### src/rtl/a_seq_pkg.sv
// a_seq_pkg: shared state, phase and width constants for the A-line generator and detector
package a_seq_pkg;
  localparam int HOLD_W_DEF = 8;
  localparam int REP_W_DEF  = 4;
  typedef enum logic [4:0] {
    IDLE = 5'b10000,
    HI1  = 5'b01000,
    LO1  = 5'b00100,
    HI2  = 5'b00010,
    LO2  = 5'b00001
  } state_t;
  localparam logic [1:0] PH_HI1 = 2'd0;
  localparam logic [1:0] PH_LO1 = 2'd1;
  localparam logic [1:0] PH_HI2 = 2'd2;
  localparam logic [1:0] PH_LO2 = 2'd3;
endpackage

### src/rtl/a_seq_hold_cnt.sv
// a_seq_hold_cnt: loadable down-counter whose last flag marks the final cycle of a phase
module a_seq_hold_cnt #(
  parameter int HOLD_W = 8
) (
  input  logic              clk,
  input  logic              rst_n,
  input  logic              load,
  input  logic [HOLD_W-1:0] load_val,
  input  logic              en,
  output logic              last
);
  logic [HOLD_W-1:0] cnt;
  always_ff @(posedge clk or negedge rst_n)
    if (!rst_n) cnt <= '0;
    else if (load) cnt <= load_val;
    else if (en) cnt <= cnt - HOLD_W'(1);
  assign last = cnt == HOLD_W'(1);
endmodule

### src/rtl/a_seq_gen.sv
// a_seq_gen: emits programmable 1-0-1-0 frames on a_out for the A-line detector
module a_seq_gen
  import a_seq_pkg::*;
#(
  parameter int HOLD_W = HOLD_W_DEF,
  parameter int REP_W  = REP_W_DEF
) (
  input  logic              clk,
  input  logic              rst_n,
  input  logic              start,
  input  logic              abort,
  input  logic [HOLD_W-1:0] hold_hi,
  input  logic [HOLD_W-1:0] hold_lo,
  input  logic [REP_W-1:0]  reps,
  output logic              a_out,
  output logic              busy,
  output logic              done,
  output logic [1:0]        phase
);
  state_t            state;
  logic [HOLD_W-1:0] hh_q, hl_q, hh_in;
  logic [REP_W-1:0]  frames_q;
  logic              go, active, last, more;
  logic              cnt_load, cnt_en;
  logic [HOLD_W-1:0] cnt_val;
  assign hh_in  = (hold_hi == '0) ? HOLD_W'(1) : hold_hi;
  assign go     = state == IDLE && start && !abort;
  assign active = state inside {HI1, LO1, HI2, LO2};
  assign more   = frames_q != REP_W'(1);
  // One counter serves every phase: reload with the next phase's hold on the last cycle, clear when leaving.
  always_comb begin
    cnt_load = (state == IDLE) ? go : (abort || last || !active);
    cnt_en   = active && !abort && !last;
    cnt_val  = (state == IDLE) ? hh_in :
               (abort || !active) ? '0 :
               (state == HI1 || state == HI2) ? hl_q :
               (state == LO1) ? hh_q :
               more ? hh_q : '0;
  end
  a_seq_hold_cnt #(.HOLD_W(HOLD_W)) u_hold (
    .clk      (clk),
    .rst_n    (rst_n),
    .load     (cnt_load),
    .load_val (cnt_val),
    .en       (cnt_en),
    .last     (last)
  );
  always_ff @(posedge clk or negedge rst_n)
    if (!rst_n) begin
      state    <= IDLE;
      a_out    <= 1'b0;
      busy     <= 1'b0;
      done     <= 1'b0;
      phase    <= PH_HI1;
      hh_q     <= '0;
      hl_q     <= '0;
      frames_q <= '0;
    end else begin
      done <= 1'b0;
      if (abort) begin
        state <= IDLE;
        a_out <= 1'b0;
        busy  <= 1'b0;
        phase <= PH_HI1;
      end else begin
        unique case (state)
          IDLE: if (start) begin
            hh_q     <= hh_in;
            hl_q     <= (hold_lo == '0) ? HOLD_W'(1) : hold_lo;
            frames_q <= (reps == '0) ? REP_W'(1) : reps;
            state    <= HI1;
            a_out    <= 1'b1;
            busy     <= 1'b1;
            phase    <= PH_HI1;
          end
          HI1: if (last) begin
            state <= LO1;
            a_out <= 1'b0;
            phase <= PH_LO1;
          end
          LO1: if (last) begin
            state <= HI2;
            a_out <= 1'b1;
            phase <= PH_HI2;
          end
          HI2: if (last) begin
            state <= LO2;
            a_out <= 1'b0;
            phase <= PH_LO2;
          end
          LO2: if (last) begin
            frames_q <= frames_q - REP_W'(1);
            state    <= more ? HI1 : IDLE;
            a_out    <= more;
            busy     <= more;
            done     <= !more;
            phase    <= PH_HI1;
          end
          default: begin
            state    <= IDLE;
            a_out    <= 1'b0;
            busy     <= 1'b0;
            phase    <= PH_HI1;
            hh_q     <= '0;
            hl_q     <= '0;
            frames_q <= '0;
          end
        endcase
      end
    end
endmodule

### config.mk
export PLATFORM = sky130hd
export DESIGN_NAME = a_seq_gen
export DESIGN_NICKNAME = d
export VERILOG_FILES = /design/src/rtl/a_seq_pkg.sv /design/src/rtl/a_seq_hold_cnt.sv /design/src/rtl/a_seq_gen.sv
export SDC_FILE = /design/constraint.sdc
export NUM_CORES = 1
export LEC_CHECK = 0
export CORE_MARGIN = 3
export CORE_UTILIZATION = 46
export DETAILED_ROUTE_END_ITERATION = 8
export PLACE_DENSITY = 0.73
export SKIP_LAST_GASP = 1
export SYNTH_ARGS = -nofsm -noshare
export SYNTH_HDL_FRONTEND = slang
export SYNTH_SLANG_ARGS = --single-unit
### constraint.sdc
create_clock -name clk -period 2 [get_ports clk]
set_input_delay 0.4 -clock clk [delete_from_list [all_inputs] [get_ports clk]]
set_output_delay 0.4 -clock clk [all_outputs]
set_load 0.005 [all_outputs]
# Word level (Yosys, flattened, before mapping)
# Index checks and enable logic that the tools add are counted.
# W data, S select, Z words.
[word_totals]
out_inout_bits = 5
reg_bits = 38
word_cells = 99
in_bits = 24
[op_classes]
mux = 44
add_sub_neg = 2
n_reduce_logical = 25
eq_ne = 16
bitwise_logic = 3
[ops]
columns = ["cell", "n"]
rows = [
  ["$mux W8", 11],
  ["$mux W5", 7],
  ["$pmux W8 S2", 2],
  ["$pmux W5 S5", 1],
  ["$logic_not A8 Y1", 2],
  ["$ne A3 B3 Y1 const B", 5],
  ["$mux W2", 6],
  ["$mux W4", 3],
  ["$pmux W4 S3", 1],
  ["$mux W1", 10],
  ["$pmux W2 S5", 1],
  ["$eq A8 B1 Y1 const B", 1],
  ["$reduce_and A4 Y1", 2],
  ["$sub A8 B1 Y8 const B", 1],
  ["$reduce_and A3 Y1", 2],
  ["$eq A5 B1 Y1 const B", 1],
  ["$eq A5 B2 Y1 const B", 1],
  ["$eq A5 B3 Y1 const B", 1],
  ["$eq A5 B4 Y1 const B", 1],
  ["$eq A5 B5 Y1 const B", 1],
  ["$reduce_and A5 Y1", 1],
  ["$logic_and A1 B1 Y1", 4],
  ["$logic_not A1 Y1", 4],
  ["$logic_not A4 Y1", 1],
  ["other kinds (14)", 20],
]

# Longest topological paths before layout
# Gate-level depths: netlist of the first run.
[depth]
ltp_word = 7
depth_mapped = 8
mapped_depth_nobuf = 7

# Hierarchy
# A second synthesis of the first run with hierarchy kept.
[unflattened]
cells_unflattened = 216
area_unflattened_um2 = 2164.6
[modules_own_cells]
columns = ["module", "area_per_inst_um2", "cells_per_inst", "seq_area_each_um2", "n_inst"]
rows = [
  ["a_seq_gen", 1690.4, 166, 752.0, 1],
  ["a_seq_hold_cnt", 474.2, 50, 200.2, 1],
]

# Worst setup path after synthesis of the first run
# No wires, ideal clock.
[synth_path]
path_kind = "reg2reg"
from = "register frames_q[1]"
to = "register u_hold.cnt[2]"
arrival_time_ns = 1.965
required_time_ns = 1.880
setup_ns = 0.120
path_stages_with_launch = 8
period_less_slack_ns = 2.085
path_slack_ns = -0.085
path_buffers = 0
path_cell_list = "dfrtp_1 inv_1 ha_1 or3b_2 a31oi_1 o2bb2ai_1 a221o_1 o211a_1"
[synth_between]
elab_chain_len = 7
[synth_lines]
columns = ["item", "line_no", "rtl"]
rows = [
  ["start, declared", "a_seq_gen.sv:22", "logic [REP_W-1:0] frames_q;"],
  ["start signal, assigned", "a_seq_gen.sv:70", "frames_q <= (reps == '0) ? REP_W'(1) : reps;"],
  ["start signal, assigned", "a_seq_gen.sv:92", "frames_q <= frames_q - REP_W'(1);"],
  ["$ne A4 B1 Y1", "a_seq_gen.sv:29", "assign more = frames_q != REP_W'(1);"],
  ["$mux W8", "a_seq_gen.sv:38", "more ? hh_q : '0;"],
  ["$mux W8", "a_seq_gen.sv:37", "(state == LO1) ? hh_q :"],
  ["$mux W8", "a_seq_gen.sv:36", "(state == HI1 || state == HI2) ? hl_q :"],
  ["$mux W8", "a_seq_gen.sv:35", "(abort || !active) ? '0 :"],
  ["$mux W8", "a_seq_gen.sv:34", "cnt_val = (state == IDLE) ? hh_in :"],
  ["$mux W8", "a_seq_hold_cnt.sv:15", "else if (load) cnt <= load_val;"],
  ["end signal, assigned", "a_seq_hold_cnt.sv:15", ""],
  ["end signal, assigned", "a_seq_hold_cnt.sv:16", "else if (en) cnt <= cnt - HOLD_W'(1);"],
  ["end, declared", "a_seq_hold_cnt.sv:12", "logic [HOLD_W-1:0] cnt;"],
]
# No other way between the ends.
# A chain may end at the register's enable or synchronous reset.

# Worst setup path in the final report of the first run
[layout_path]
from = "register u_hold.cnt[2]"
to = "register busy"
[layout_between]
elab_chain_len = 3
[layout_lines]
columns = ["item", "line_no", "rtl"]
rows = [
  ["$eq A8 B1 Y1", "a_seq_hold_cnt.sv:17", "assign last = cnt == HOLD_W'(1);"],
  ["$ne A3 B3 Y1 (no line)", "-", ""],
  ["$reduce_and A3 Y1 (no line)", "-", ""],
  ["end signal, assigned", "a_seq_gen.sv:95", "busy <= more;"],
  ["end, declared", "a_seq_gen.sv:16", "output logic busy,"],
]
# No other way between the ends.

==> flow_summary.yaml, run 1 <==
power_and_ir_drop:
  power_mw: 4.417
  p_leak_nw: 1.374
  powerDensity_nw_per_um2: 1374
  ir_worst_vdd_mv: 0.7540
critical_path:
  cp_num_buf_inv: 1
  end_kind: "flop"
  cp_top_family: "simple AND/OR/NAND/NOR gates"
  startpoint_type: "flop"
  path_max_fanout: 5
  worstPathCellList: "or4_4, nor3_4, a211oi_2, buf_4, or3_1, a21oi_1"
  max_stage_delay_ps: 580
  slowest_stage: "or4_4"
  required_ps: 2230
  worstSetupPathType: "reg -> reg"
  arrival_ps: 2170
logic_synthesis:
  async_reset_ff_share_pct: 100.0
  synth_edf_count: 0
  seq_area_frac_synth_pct: 40.35
  synth_area_sq_um: 2360
  synthesis.nets: 298
  yosys.area.top_type: "dfrtp_1"
  ys_ff_latch: 38
  synthTopCellsByArea: "dfrtp_1 39%, o21ai_0 7.8%, nand2_1 5.2%, o2bb2ai_1 3.0%, nor2_1 2.5%"
  ys_dominant_reg_cell: "dfrtp_1"
  synth_warnings: 0
  synth.top_cell.area_share_pct: 39.24
  syn_avg_cell_area_sq_um: 8.740
  yosysUniqueCellTypes: 60
  syn_inst: 270
clock_network:
  cts_tree: "done"
  clockBufferDepth: 2
  cts_buffers: 5
  clkTransAtPathRegs_ps: 80
  cts-htree-levels: 2
  clock-root-buffer: "clkbuf_8"
  worstSkewPairLatency_ps: 300
  clkSinkCount: 38
  hold_buffers: 0
placed_design:
  port_buffers: 28
  post-place-cells: 397
  dp_hpwl_um: 4848
  place_congestion: 0.9169
  placed_area_sq_um: 3018
  preCtsSetupSlack_ps: -59.42
routing:
  drt_wl_total_um: 6321
  first_pass_iters: 4
  routed_via_density: 5.733
  first_iter_violations: 200
  vias: 2339
  postRouteAntennaNets: 0
  drc_errors: 0
  detail_route.wl_per_cell_um: 15.49
worst_hold_path:
  hold_path.class: "in -> async"
grt:
  grt_pass1_wl_um: 10550
  grt_max_degree: 33
  grt_util_all_layers_pct: 22.10
  antenna_found_initial: 0
  grt_pass1_vias: 2182
  grt-ovfl-total: 0
finish:
  fillerInstances: 394
  diodes: 0
  stdcell_count: 408
  regArea_sq_um: 953.4
  finalNetCount: 368
  drive_gt1_share_pct: 23.75
  syn2layout_area_growth_pct: 36.21
  final_common_cell: "buf_4"
  multi_input_area_sq_um: 1360
  fin_area_sq_um: 3214
  final_cell_mix: "49 x buf_4, 37 x o21ai_0, 36 x dfrtp_1, 33 x nand2_1, 27 x clkdlybuf4s50_1"
timing:
  fin_skew_ps: 4.339
  rsz0062_at_grt: "true"
  tightest_slew_ps: 500.0
  slew_headroom_pct: 66.67
  worst_slack_ps: 57.94
  fmax_ghz: 0.5149
  finalSetupViolCount: 0
  finalCriticalPeriod_ps: 1942
  holdWs_ps: 61.21
  hold_viol_final: 0
  fin_crit_sh_pct: 97.10
  slew_violations: 0
die:
  core_area_sq_um: 4848
  dieArea_sq_um: 6026
  start_util_pct: 48.67
  fp.dieW_um: 77.63
  die_y_um: 77.63
  pin_count: 29
  rows: 25
run_status:
  status: "finished clean"
job:
  maxCapViolCount: 0
per-layer routing:
metal / share of wire (%) / wire [um] / track usage, %
met5: 0 / 0 / 0
met4: 1.3 / 85 / 8.007
met3: 4.4 / 277 / 4.060
met2: 47 / 2967 / 33.73
met1: 47 / 2991 / 31.25
path summary, 6_finish.rpt:
check                      slack, ps  depth (start not counted)                      start                         to
setup / recovery                  60                          6  u_hold.cnt[2]$_DFFE_PN0P_           busy$_DFFE_PN0P_
hold / removal                    60                          1                      rst_n  u_hold.cnt[0]$_DFFE_PN0P_
setup reg to reg                  60                          6  u_hold.cnt[2]$_DFFE_PN0P_           busy$_DFFE_PN0P_
hold reg to reg                  490                          2        hh_q[0]$_DFFE_PN0P_        hh_q[0]$_DFFE_PN0P_
max in group asynchronous       1380                          2                      rst_n       state[4]$_DFFE_PN1P_
min in group clk                 490                          2        hh_q[0]$_DFFE_PN0P_        hh_q[0]$_DFFE_PN0P_
area by class of cell:
class | instances | share of cell area, %
repair buffers | 79 | 20.98
multi-input cells | 207 | 42.31
clock inverters | 3 | 1.246
well taps | 67 | 2.608
flip-flops and latches | 38 | 29.66
inverters | 9 | 1.051
clock buffers | 5 | 2.141
where the power goes:
part	total [mW]	switching [mW]	leakage, nW	internal [mW]
Clock	0.650	0.283	0.0579	0.367
Sequential	1.27	0.202	0.486	1.06
Combinational	2.50	1.33	0.830	1.17
flip-flops by register name, summed over array words and instances (netlist names):
name        flops
hh_q            8
hl_q            8
u_hold.cnt      8
state           5
frames_q        4
phase           2
a_out           1
busy            1
done            1
cells by family after synthesis:
group | after synthesis | share of synthesized area, %
AO/OA/AOI/OAI | 95 | 27.68
flip-flops | 38 | 40.35
buffers and inverters | 25 | 4.825
AND/OR/NAND/NOR | 102 | 22.59
XOR/XNOR | 3 | 1.114
multiplexers | 3 | 1.326
adder cells (fa/ha/maj) | 4 | 2.121
cell usage after synthesis, types with 2 or more instances:
library cell	instances
a21oi_1	9
a311oi_1	3
and3_1	4
nand3_1	8
dfrtp_1	37
or3_1	2
a211oi_1	2
nor4_1	6
a221oi_1	3
xor2_1	2
inv_1	9
nor3_1	11
nor3b_1	2
clkbuf_1	5
o221ai_1	2
o211ai_1	4
mux2i_1	2
and4_1	2
a211oi_2	2
o31ai_1	3
a21boi_0	2
nor2_1	16
nor4b_1	2
buf_2	10
o21ai_0	37
nor3_2	2
o22ai_1	4
a211o_1	2
nand2b_1	4
nand2_1	33
o2bb2ai_1	8
ha_1	4
timing repair:
| item | CTS | global route |
|---|---|---|
| setup endpoints to repair | 6 | 34 |
| pin swaps | 0 | 3 |
| resized for setup | 3 | 10 |
| buffers inserted | 0 | 3 |
metrics by stage:
step                util [%]  setup TNS (ps)
CTS                    64.93               0
floorplan                  -               0
global route           66.30          -127.3
global placement       62.25          -42.55
finish                 66.30               0
detailed placement     62.25          -513.0
(Power assumes the default switching activity.)
==> run 2: changes to the inputs <==
MAX_ROUTING_LAYER = met4   (was default)
==> run 2 against run 1 <==
Against the previous run:
- die area stayed put
- sequential share of layout area stayed put
- largest power group unchanged
- clock skew is 0.60 ps lower
- critical path depth stayed put
- critical path type unchanged
- wire length hardly changed
- count of clock-buffer cells in the layout stayed put
- total power is 0.12% lower
- sequential power hardly changed
- maximum frequency is 0.62% lower
- flip-flop and latch count stayed put
==> flow_summary.yaml, run 2 (synthesis results as in run 1) <==
finish:
  post-route-util_pct: 66.30
  syn2layout_area_growth_pct: 36.21
  fin_area_sq_um: 3214
  fillerInstances: 394
  final_common_cell: "buf_4"
  top_regs: "hh_q x8, hl_q x8, u_hold.cnt x8"
  drive_gt1_share_pct: 23.75
  finalNetCount: 368
  diodes: 0
  final_cell_mix: "49 x buf_4, 37 x o21ai_0, 36 x dfrtp_1, 33 x nand2_1, 27 x clkdlybuf4s50_1"
timing:
  worst_slack_ps: 45.83
  slew_violations: 0
  hold_viol_final: 0
  fin_crit_sh_pct: 97.71
  tightest_slew_ps: 503.8
  fin_skew_ps: 3.735
  rsz0062_at_grt: "true"
  setup_tns_ps: 0
  fmax_ghz: 0.5117
  finalCriticalPeriod_ps: 1954
  slew_headroom_pct: 66.41
  finalSetupViolCount: 0
critical_path:
  cp_top_family: "simple AND/OR/NAND/NOR gates"
  r2r_cells: 6
  worstPathCellList: "or4_4, nor3_4, a211oi_2, buf_4, or3_1, a21oi_1"
  crit_cells: 6
  startpoint_type: "flop"
  required_ps: 2220
  worstSetupPathType: "reg -> reg"
  end_kind: "flop"
  slowest_stage: "or4_4"
  arrival_ps: 2180
  crit_path_end: "busy$_DFFE_PN0P_"
  r2r-end: "busy$_DFFE_PN0P_"
  startpoint: "u_hold.cnt[2]$_DFFE_PN0P_"
  rr_startpoint: "u_hold.cnt[2]$_DFFE_PN0P_"
  cp_num_buf_inv: 1
  r2r_slack_ps: 50
  max_stage_delay_ps: 580
  path_max_fanout: 5
routing:
  routed_via_density: 5.730
  postRouteAntennaNets: 0
  detail_route.wl_per_cell_um: 15.48
  first_iter_violations: 264
  vias: 2338
  drc_errors: 0
  first_pass_iters: 4
  drt_wl_total_um: 6317
grt:
  antenna_found_initial: 0
  grt-ovfl-total: 0
  grt_pass1_vias: 2176
  grt_pass1_wl_um: 10540
  grt_max_degree: 33
  grt_util_all_layers_pct: 22.64
clock_network:
  cts_buffers: 5
  cts_tree: "done"
  clkSinkCount: 38
  worstSkewPairLatency_ps: 290
  clockBufferDepth: 2
  clkTransAtPathRegs_ps: 80
  clock-root-buffer: "clkbuf_8"
  cts-htree-levels: 2
placed_design:
  place_congestion: 0.9329
  dp_hpwl_um: 4848
  port_buffers: 28
  preCtsSetupSlack_ps: -59.42
  placed_area_sq_um: 3018
die:
  dieArea_sq_um: 6026
  die_y_um: 77.63
  fp.dieW_um: 77.63
  rows: 25
  start_util_pct: 48.67
  pin_count: 29
  core_area_sq_um: 4848
power_and_ir_drop:
  ir_worst_vdd_mv: 0.7517
  powerDensity_nw_per_um2: 1373
  p_leak_nw: 1.374
  power_mw: 4.412
run_status:
  status: "finished clean"
worst_hold_path:
  hold_path.class: "in -> async"
job:
  maxCapViolCount: 0
-- run 2: cell counts in the layout (fill, tap and decap cells not counted) --
Identical to the previous run, type by type.
-- run 2: metrics by stage --
stage	hold WS [ps]	cells
5_1_grt	90.95	408
3_5_place_dp	387.9	397
2_1_floorplan	104.4	270
3_3_place_gp	386.6	397
6_report	62.39	408
4_1_cts	66.03	405
-- run 2: cell type report --
| type | instances | area (sq um) | share of cell area, % |
|---|---|---|---|
| Tap cell | 67 | 83.83 | 2.608 |
| Clock buffer | 5 | 68.82 | 2.141 |
| Multi-Input combinational cell | 207 | 1360 | 42.31 |
| Sequential cell | 38 | 953.4 | 29.66 |
| Inverter | 9 | 33.78 | 1.051 |
| Clock inverter | 3 | 40.04 | 1.246 |
| Timing Repair Buffer | 79 | 674.4 | 20.98 |
-- run 2: layer usage --
metal  wire length, um  global-route usage (%)
met1              2983                   31.25
met2              2968                   33.73
met3               291                   4.060
met4                74                   7.473
met5                 0                       -
-- run 2: where the power goes --
group / internal (mW) / switching (mW) / total (mW)
Combinational: 1.17 / 1.33 / 2.50
Clock: 0.367 / 0.278 / 0.645
Sequential: 1.06 / 0.202 / 1.27
Total: 2.60 / 1.81 / 4.41
-- run 2: worst reg2reg max path, cell delays in order (launching register included) --
cell	delay, ps
dfrtp_1	390
or4_4	580
nor3_4	180
a211oi_2	140
buf_4	160
or3_1	300
a21oi_1	120
-- run 2: how the worst min path moves through the flow --
stage                                      endpoint  slack (ps)  depth (start not counted)
after floorplan                   a_out$_DFFE_PN0P_         100                          0
after global placement    u_hold.cnt[0]$_DFFE_PN0P_         390                          1
after detailed placement  u_hold.cnt[4]$_DFFE_PN0P_         390                          1
after CTS                 u_hold.cnt[0]$_DFFE_PN0P_          70                          1
after global routing      u_hold.cnt[3]$_DFFE_PN0P_          90                          1
final                     u_hold.cnt[4]$_DFFE_PN0P_          60                          1
-- run 2: timing repair --
item	in CTS	in global routing
resized for setup	3	10
pin swaps	0	3
setup buffers	0	3
hold buffers	0	0
setup endpoints to repair	6	34
cloned	0	0
==> run 3: changes to the inputs <==
MAX_ROUTING_LAYER = default   (was met4)
==> results of run 3 <==
The final DEF is identical to that of run 1; final timing and power are the same.
